## src/rtl/mc_seq_pkg.sv

```systemverilog
// -----------------------------------------------------------------------------
// mc_seq_pkg
// Shared definitions for the multi-cycle sequencer:
//   - FSM state encoding (also exported on the debug 'state' port)
//   - next-PC select and write-back source encodings
//   - RV32I major opcode constants and the instruction class derived from them
//   - small decode helpers used by the sequencer
// -----------------------------------------------------------------------------
package mc_seq_pkg;

    // Sequencer states; values are visible on the debug port.
    typedef enum logic [2:0] {
        ST_RST    = 3'd0,
        ST_FETCH  = 3'd1,
        ST_DECODE = 3'd2,
        ST_EXEC   = 3'd3,
        ST_MEM    = 3'd4,
        ST_WB     = 3'd5,
        ST_ERR    = 3'd6
    } state_t;

    // Next-PC select.
    localparam logic [2:0] NPC_PLUS4  = 3'b000;
    localparam logic [2:0] NPC_BRANCH = 3'b001;
    localparam logic [2:0] NPC_JUMP   = 3'b010;
    localparam logic [2:0] NPC_JALR   = 3'b100;

    // Register-file write-back source.
    localparam logic [1:0] WD_ALU = 2'b00;
    localparam logic [1:0] WD_MEM = 2'b01;
    localparam logic [1:0] WD_PC  = 2'b10;

    // RV32I major opcodes.
    localparam logic [6:0] OP_R      = 7'b0110011;
    localparam logic [6:0] OP_IALU   = 7'b0010011;
    localparam logic [6:0] OP_LOAD   = 7'b0000011;
    localparam logic [6:0] OP_STORE  = 7'b0100011;
    localparam logic [6:0] OP_BRANCH = 7'b1100011;
    localparam logic [6:0] OP_JAL    = 7'b1101111;
    localparam logic [6:0] OP_JALR   = 7'b1100111;
    localparam logic [6:0] OP_LUI    = 7'b0110111;
    localparam logic [6:0] OP_AUIPC  = 7'b0010111;

    // Instruction classes the sequencer distinguishes.
    typedef enum logic [3:0] {
        CL_R       = 4'd0,
        CL_IALU    = 4'd1,
        CL_LOAD    = 4'd2,
        CL_STORE   = 4'd3,
        CL_BRANCH  = 4'd4,
        CL_JAL     = 4'd5,
        CL_JALR    = 4'd6,
        CL_LUI     = 4'd7,
        CL_AUIPC   = 4'd8,
        CL_ILLEGAL = 4'd9
    } iclass_t;

    // Map an opcode to its class; anything unrecognised is illegal.
    function automatic iclass_t op_class(input logic [6:0] op);
        iclass_t cls;
        case (op)
            OP_R:      cls = CL_R;
            OP_IALU:   cls = CL_IALU;
            OP_LOAD:   cls = CL_LOAD;
            OP_STORE:  cls = CL_STORE;
            OP_BRANCH: cls = CL_BRANCH;
            OP_JAL:    cls = CL_JAL;
            OP_JALR:   cls = CL_JALR;
            OP_LUI:    cls = CL_LUI;
            OP_AUIPC:  cls = CL_AUIPC;
            default:   cls = CL_ILLEGAL;
        endcase
        return cls;
    endfunction

    // Only BEQ and BNE are resolved here; other funct3 values fall through.
    function automatic logic branch_taken(input logic [2:0] funct3, input logic zero);
        logic taken;
        case (funct3)
            3'b000:  taken = zero;
            3'b001:  taken = ~zero;
            default: taken = 1'b0;
        endcase
        return taken;
    endfunction

endpackage

```

## src/rtl/mc_seq_ctrl_timer.sv

```systemverilog
// -----------------------------------------------------------------------------
// mc_wait_timer
// Wait-state timer for the memory handshakes. Counts cycles in which a
// request is outstanding and ready is low; flags expiry on the cycle in which
// the count would reach its all-ones limit while ready is still low.
//   clk     in   rising-edge clock
//   rstn    in   asynchronous active-low reset
//   clear   in   restart the count (asserted on entry to a waiting state)
//   active  in   a request is outstanding this cycle
//   ready   in   the addressed memory answers this cycle
//   expired out  limit reached with ready low (combinational)
// -----------------------------------------------------------------------------
module mc_wait_timer #(
    parameter int WAIT_W = 8
) (
    input  logic clk,
    input  logic rstn,
    input  logic clear,
    input  logic active,
    input  logic ready,
    output logic expired
);

    localparam logic [WAIT_W-1:0] CNT_ONE  = {{(WAIT_W-1){1'b0}}, 1'b1};
    localparam logic [WAIT_W-1:0] CNT_MAX  = {WAIT_W{1'b1}};
    localparam logic [WAIT_W-1:0] CNT_LAST = CNT_MAX - CNT_ONE;

    logic [WAIT_W-1:0] count_r;

    // Wait-cycle counter; saturates so it can never wrap back into range.
    always_ff @(posedge clk or negedge rstn) begin
        if (!rstn) begin
            count_r <= '0;
        end else if (clear) begin
            count_r <= '0;
        end else if (active && !ready && (count_r != CNT_MAX)) begin
            count_r <= count_r + CNT_ONE;
        end else begin
            count_r <= count_r;
        end
    end

    // The increment taking place this cycle is the one that hits the limit;
    // a ready in the same cycle takes priority.
    assign expired = active & ~ready & (count_r == CNT_LAST);

endmodule

```

## src/rtl/mc_seq_ctrl.sv

```systemverilog
// -----------------------------------------------------------------------------
// mc_seq_ctrl
// Multi-cycle sequencer: walks each instruction through FETCH, DECODE, EXEC,
// MEM and WB and gates every architectural update (PC, IR, RF, data memory).
// Requests are Moore (asserted for the whole waiting state); the enables that
// complete a handshake are Mealy on the ready input.
//   clk, rstn                 clock, asynchronous active-low reset
//   Op, Funct3, Zero          IR opcode, IR funct3, ALU zero flag
//   imem_req / imem_ready     instruction fetch handshake
//   dmem_req, dmem_we / dmem_ready  data access handshake
//   pc_we, ir_we, rf_we       state update enables
//   npc_op, wd_sel            next-PC select, write-back source
//   retire, illegal           one-cycle completion / skipped-opcode pulses
//   bus_err                   sticky memory timeout flag
//   state                     current FSM state (debug)
// -----------------------------------------------------------------------------
module mc_seq_ctrl
    import mc_seq_pkg::*;
#(
    parameter int WAIT_W = 8
) (
    input  logic       clk,
    input  logic       rstn,
    input  logic [6:0] Op,
    input  logic [2:0] Funct3,
    input  logic       Zero,
    output logic       imem_req,
    input  logic       imem_ready,
    output logic       dmem_req,
    output logic       dmem_we,
    input  logic       dmem_ready,
    output logic       pc_we,
    output logic       ir_we,
    output logic       rf_we,
    output logic [2:0] npc_op,
    output logic [1:0] wd_sel,
    output logic       retire,
    output logic       illegal,
    output logic       bus_err,
    output logic [2:0] state
);

    state_t      state_r;
    state_t      nxt_s;
    logic        bus_err_r;
    iclass_t     cls_s;
    logic        expired_s;
    logic        tmr_clear_s;
    logic        tmr_active_s;
    logic        tmr_ready_s;
    logic        set_err_s;

    logic        imem_req_s;
    logic        dmem_req_s;
    logic        dmem_we_s;
    logic        pc_we_s;
    logic        ir_we_s;
    logic        rf_we_s;
    logic [2:0]  npc_op_s;
    logic [1:0]  wd_sel_s;
    logic        retire_s;
    logic        illegal_s;

    assign cls_s = op_class(Op);

    // The timer watches whichever memory the current state is waiting on and
    // restarts whenever a waiting state is freshly entered.
    assign tmr_active_s = (state_r == ST_FETCH) || (state_r == ST_MEM);
    assign tmr_ready_s  = (state_r == ST_FETCH) ? imem_ready : dmem_ready;
    assign tmr_clear_s  = ((nxt_s == ST_FETCH) || (nxt_s == ST_MEM)) && (nxt_s != state_r);

    mc_wait_timer #(
        .WAIT_W (WAIT_W)
    ) u_timer (
        .clk     (clk),
        .rstn    (rstn),
        .clear   (tmr_clear_s),
        .active  (tmr_active_s),
        .ready   (tmr_ready_s),
        .expired (expired_s)
    );

    // Next-state and output decode; everything defaults to inactive.
    always_comb begin
        nxt_s      = state_r;
        set_err_s  = 1'b0;
        imem_req_s = 1'b0;
        dmem_req_s = 1'b0;
        dmem_we_s  = 1'b0;
        pc_we_s    = 1'b0;
        ir_we_s    = 1'b0;
        rf_we_s    = 1'b0;
        npc_op_s   = NPC_PLUS4;
        wd_sel_s   = WD_ALU;
        retire_s   = 1'b0;
        illegal_s  = 1'b0;

        case (state_r)
            ST_RST: begin
                nxt_s = ST_FETCH;
            end

            ST_FETCH: begin
                imem_req_s = 1'b1;
                if (imem_ready) begin
                    ir_we_s = 1'b1;
                    nxt_s   = ST_DECODE;
                end else if (expired_s) begin
                    set_err_s = 1'b1;
                    nxt_s     = ST_ERR;
                end else begin
                    nxt_s = ST_FETCH;
                end
            end

            ST_DECODE: begin
                // Unsupported opcodes are skipped by stepping the PC.
                if (cls_s == CL_ILLEGAL) begin
                    illegal_s = 1'b1;
                    pc_we_s   = 1'b1;
                    nxt_s     = ST_FETCH;
                end else begin
                    nxt_s = ST_EXEC;
                end
            end

            ST_EXEC: begin
                if (cls_s == CL_BRANCH) begin
                    pc_we_s  = 1'b1;
                    retire_s = 1'b1;
                    nxt_s    = ST_FETCH;
                    if (branch_taken(Funct3, Zero)) begin
                        npc_op_s = NPC_BRANCH;
                    end else begin
                        npc_op_s = NPC_PLUS4;
                    end
                end else if ((cls_s == CL_LOAD) || (cls_s == CL_STORE)) begin
                    nxt_s = ST_MEM;
                end else begin
                    nxt_s = ST_WB;
                end
            end

            ST_MEM: begin
                dmem_req_s = 1'b1;
                dmem_we_s  = (cls_s == CL_STORE);
                if (dmem_ready) begin
                    if (cls_s == CL_STORE) begin
                        pc_we_s  = 1'b1;
                        retire_s = 1'b1;
                        nxt_s    = ST_FETCH;
                    end else begin
                        nxt_s = ST_WB;
                    end
                end else if (expired_s) begin
                    set_err_s = 1'b1;
                    nxt_s     = ST_ERR;
                end else begin
                    nxt_s = ST_MEM;
                end
            end

            ST_WB: begin
                rf_we_s  = 1'b1;
                pc_we_s  = 1'b1;
                retire_s = 1'b1;
                nxt_s    = ST_FETCH;
                case (cls_s)
                    CL_LOAD: begin
                        wd_sel_s = WD_MEM;
                    end
                    CL_JAL: begin
                        wd_sel_s = WD_PC;
                        npc_op_s = NPC_JUMP;
                    end
                    CL_JALR: begin
                        wd_sel_s = WD_PC;
                        npc_op_s = NPC_JALR;
                    end
                    default: begin
                        wd_sel_s = WD_ALU;
                        npc_op_s = NPC_PLUS4;
                    end
                endcase
            end

            ST_ERR: begin
                // Terminal until reset; all enables stay low.
                nxt_s = ST_ERR;
            end

            default: begin
                // Unused encoding: park in the safe terminal state.
                nxt_s = ST_ERR;
            end
        endcase
    end

    // State register.
    always_ff @(posedge clk or negedge rstn) begin
        if (!rstn) begin
            state_r <= ST_RST;
        end else begin
            state_r <= nxt_s;
        end
    end

    // Sticky bus error, cleared only by reset.
    always_ff @(posedge clk or negedge rstn) begin
        if (!rstn) begin
            bus_err_r <= 1'b0;
        end else begin
            bus_err_r <= bus_err_r | set_err_s;
        end
    end

    assign imem_req = imem_req_s;
    assign dmem_req = dmem_req_s;
    assign dmem_we  = dmem_we_s;
    assign pc_we    = pc_we_s;
    assign ir_we    = ir_we_s;
    assign rf_we    = rf_we_s;
    assign npc_op   = npc_op_s;
    assign wd_sel   = wd_sel_s;
    assign retire   = retire_s;
    assign illegal  = illegal_s;
    assign bus_err  = bus_err_r;
    assign state    = state_r;

endmodule

```

## config.mk

```make
export PLATFORM = sky130hd
export DESIGN_NAME = mc_seq_ctrl
export DESIGN_NICKNAME = d
export VERILOG_FILES = /design/src/rtl/mc_seq_pkg.sv /design/src/rtl/mc_seq_ctrl_timer.sv /design/src/rtl/mc_seq_ctrl.sv
export SDC_FILE = /design/constraint.sdc
export NUM_CORES = 1
export LEC_CHECK = 0
export CORE_MARGIN = 4
export CORE_UTILIZATION = 52
export DETAILED_ROUTE_END_ITERATION = 10
export GPL_ROUTABILITY_DRIVEN = 0
export PLACE_DENSITY = 0.84
export SLEW_MARGIN = 20
export SYNTH_ARGS = -nofsm -noshare
export SYNTH_HDL_FRONTEND = slang
export SYNTH_SLANG_ARGS = --single-unit
```

## constraint.sdc

```tcl
create_clock -name clk -period 3.65 [get_ports clk]
set_clock_uncertainty 0.2 [all_clocks]
set_input_delay 0.73 -clock clk [delete_from_list [all_inputs] [get_ports clk]]
set_output_delay 0.73 -clock clk [all_outputs]
set_load 0.1 [all_outputs]
```

==> run summary <==
Hold WS = 0.273 ns
Post-synth top area cell = dfrtp_1
Crit path largest cell delay = 0.48 ns
Post-synthesis cell count = 135
Worst VDD drop = 0.00112 V
Commonest cells in the netlist = dfrtp_1 (12), a31oi_1 (9), inv_1 (9), nor2_1 (9), nand3_1 (6)
WP data required = 2.72 ns
Crit start category = primary input
Max Freq = 0.297 GHz
Final setup fails = 0
Worst Hold Launch = bus_err$_DFF_PN0_
Setup TNS = 0 ns
Top cell type's share of synthesized area = 25.5%
Reg-to-Reg End = u_timer.count_r[4]$_DFFE_PN0P_
Crit path cell chain = clkdlybuf4s50_1 > nand3b_4 > nor4_2 > a21o_1 > a22oi_1 > a21oi_2 > buf_12
Final net count = 187
Critical path class = primary input to output port
Area Overhead vs Synth = 43.1%
CP endpoint kind = output port
M1 WL = 1.29 mm
Footprint of the multi-input gates = 868 um2
Via-to-Cell Ratio = 6.10
Antenna violations before repair = 0
Die width = 55.6 um
CTS sink cnt = 12
Syn avg cell area = 8.72 um2
Met2 wire len = 1.76 mm
DR WL/cell = 17.0 um
DR DRC count = 0
DIE AREA = 3090 um2
Drt total wl = 3.29 mm
Worst Hold Depth = 1
Rel. slew slack = 62.5%
Top_reg_cell synth = dfrtp_1
Fillers = 128
First-pass GRT wire length = 5.73 mm
Most frequent cell after synthesis = dfrtp_1
Unrepaired setup endpoints after global routing = no
Asr flop ratio synth = 100%
Reg2reg path depth = 5
Synth cell types = 52
H-Tree Level Count = 1
Slew Limit Fails = 0
1st-iter DRT viols = 33
Antenna diodes = 0
Post-route cell area = 1690 um2
Initial core utilization = 57.1%
Reg-to-reg slack, setup = 1.08 ns
Clk root buf = clkbuf_4
YS warnings = 0
CTS max path bufs = 2
Max Cap Violations = 0
Top routing layer used = met4
Row count = 16
CP max FO = 7
Worst reg2reg startpoint = state[1]$_DFF_PN0_
Ranking of synthesized cells by area = dfrtp_1 (26%), a31oi_1 (4.8%), ha_1 (4.3%), xor2_1 (3.7%), inv_1 (2.9%)
CP Data Arrival Time = 2.43 ns
Final std cells w/o fill = 194
Worst slew pin tran = 0.549 ns
FF+latch area = 303 um2
Largest net degree at the start of global routing = 14
Outcome = finished clean
# placed instances = 190
Post-synth EDFFs = 0
DP Wirelength = 2.50 mm
Post-synthesis register bit count = 12
Clk Latency, worst-skew pair = 0.28 ns
Via count = 1,184
Core area = 2060 um2
Critical Path End = pc_we
Syn Nets = 154
CTS Hold Bufs = 0
Post-DRT Antenna Nets = 0
Gr ovfl total = 0
Mapped Area = 1180 um2
Vias in the first global route = 1,199
Metal3 WL = 220 um
Worst Hold Class = flip-flop to flip-flop
Clock buffer count from CTS = 3
Slowest cell on crit path = clkdlybuf4s50_1
Clock transition at path regs = 0.07 ns
Gr usage total = 22.9%
Die Span Y = 55.6 um
Area post-placement = 1630 um2
Port Buffer Count = 31
Final period utilization = 92.1%
CTS tree = done
Leakage = 0.000715 uW
Final Hold Vio Count = 0
Crit path launch = Op[3]
Share of layout cells above drive strength 1 = 30.5%
Minimum clock period = 3.36 ns
First-pass DRT Iterations = 4
Pwr per Cell Area = 668 nW/um2
I/O Pins = 32
Sequential share of the synthesized area = 25.5%
==> routing by layer <==
metal | vias to the layer above | global-route usage (%)
met5 | - | 0
met4 | 0 | 4.51
met3 | 3 | 5.10
met2 | 47 | 39.4
met1 | 566 | 29.2
li1 | 568 | -
==> metrics by stage <==
step / setup slack, ns / utilization (%) / power, uW
finish: 0.287 / 81.7 / 1130
global route: 0.112 / 81.7 / 1180
CTS: 0.0438 / 80.9 / 1130
detailed placement: 0.0489 / 79.2 / 1010
global placement: 0.136 / 79.2 / 986
floorplan: -0.444 / - / 834
==> how the worst min path moves through the flow <==
stage / end / slack [ns]
global placement: bus_err$_DFF_PN0_ / 0.25
floorplan: bus_err$_DFF_PN0_ / 0.23
detailed placement: bus_err$_DFF_PN0_ / 0.26
finish: bus_err$_DFF_PN0_ / 0.27
CTS: bus_err$_DFF_PN0_ / 0.27
global route: bus_err$_DFF_PN0_ / 0.29
==> area by class of cell <==
cell class	instances	share of cell area [%]
Sequential cell	12	18.0
Clock buffer	4	2.15
Multi-Input combinational cell	108	51.5
Tap cell	27	2.00
Inverter	9	2.00
Timing Repair Buffer	34	24.4
==> worst max-delay path: cells and delay by family <==
family,cells,cell delay (ns)
and+or+nand+nor,2,0.52
AOI/OAI and AO/OA,3,0.51
buffers and inverters,2,0.67
==> cells in the final DEF (no fill, tap or decap), types with 2 or more instances in the layout <==
| cell type | instances |
|---|---|
| a21o_1 | 2 |
| a21oi_1 | 4 |
| a21oi_2 | 2 |
| a31oi_1 | 8 |
| and3_1 | 3 |
| and3_2 | 3 |
| buf_12 | 9 |
| buf_4 | 11 |
| clkbuf_4 | 3 |
| clkdlybuf4s50_1 | 11 |
| dfrtp_1 | 10 |
| dfrtp_2 | 2 |
| dlymetal6s2s_1 | 3 |
| ha_1 | 4 |
| inv_1 | 9 |
| nand2_1 | 5 |
| nand2b_1 | 4 |
| nand3_1 | 6 |
| nand3_2 | 2 |
| nand3b_1 | 2 |
| nand4_1 | 4 |
| nor2_1 | 7 |
| nor2_2 | 2 |
| nor2b_1 | 3 |
| nor3_1 | 2 |
| o211ai_1 | 2 |
| o21ai_0 | 4 |
| or3_1 | 2 |
| xnor2_1 | 2 |
| xor2_1 | 5 |
==> power by group <==
part	switching, uW	internal, uW	leakage, uW	total, uW
clock	47.0	60.8	0.0000210	108
combinational	550	240	0.000535	790
sequential	67.3	160	0.000159	227
==> flip-flops by register name, indices dropped and copies added (netlist names) <==
name,flops
bus_err,1
u_timer.count_r,8
state,3
==> cells by family after synthesis <==
group	count (synthesis)	share of synthesized area, %
simple gates	61	33.8
mux	1	0.850
flops	12	25.5
compound gates	35	24.2
fa+ha+maj	4	4.25
buf+inv	15	6.16
xor+xnor	7	5.21
==> timing repair <==
action / CTS / global route
setup buffers: 0 / 0
endpoints found under the setup margin: 0 / 6
resized for setup: 0 / 5
(Power assumes the default switching activity.)
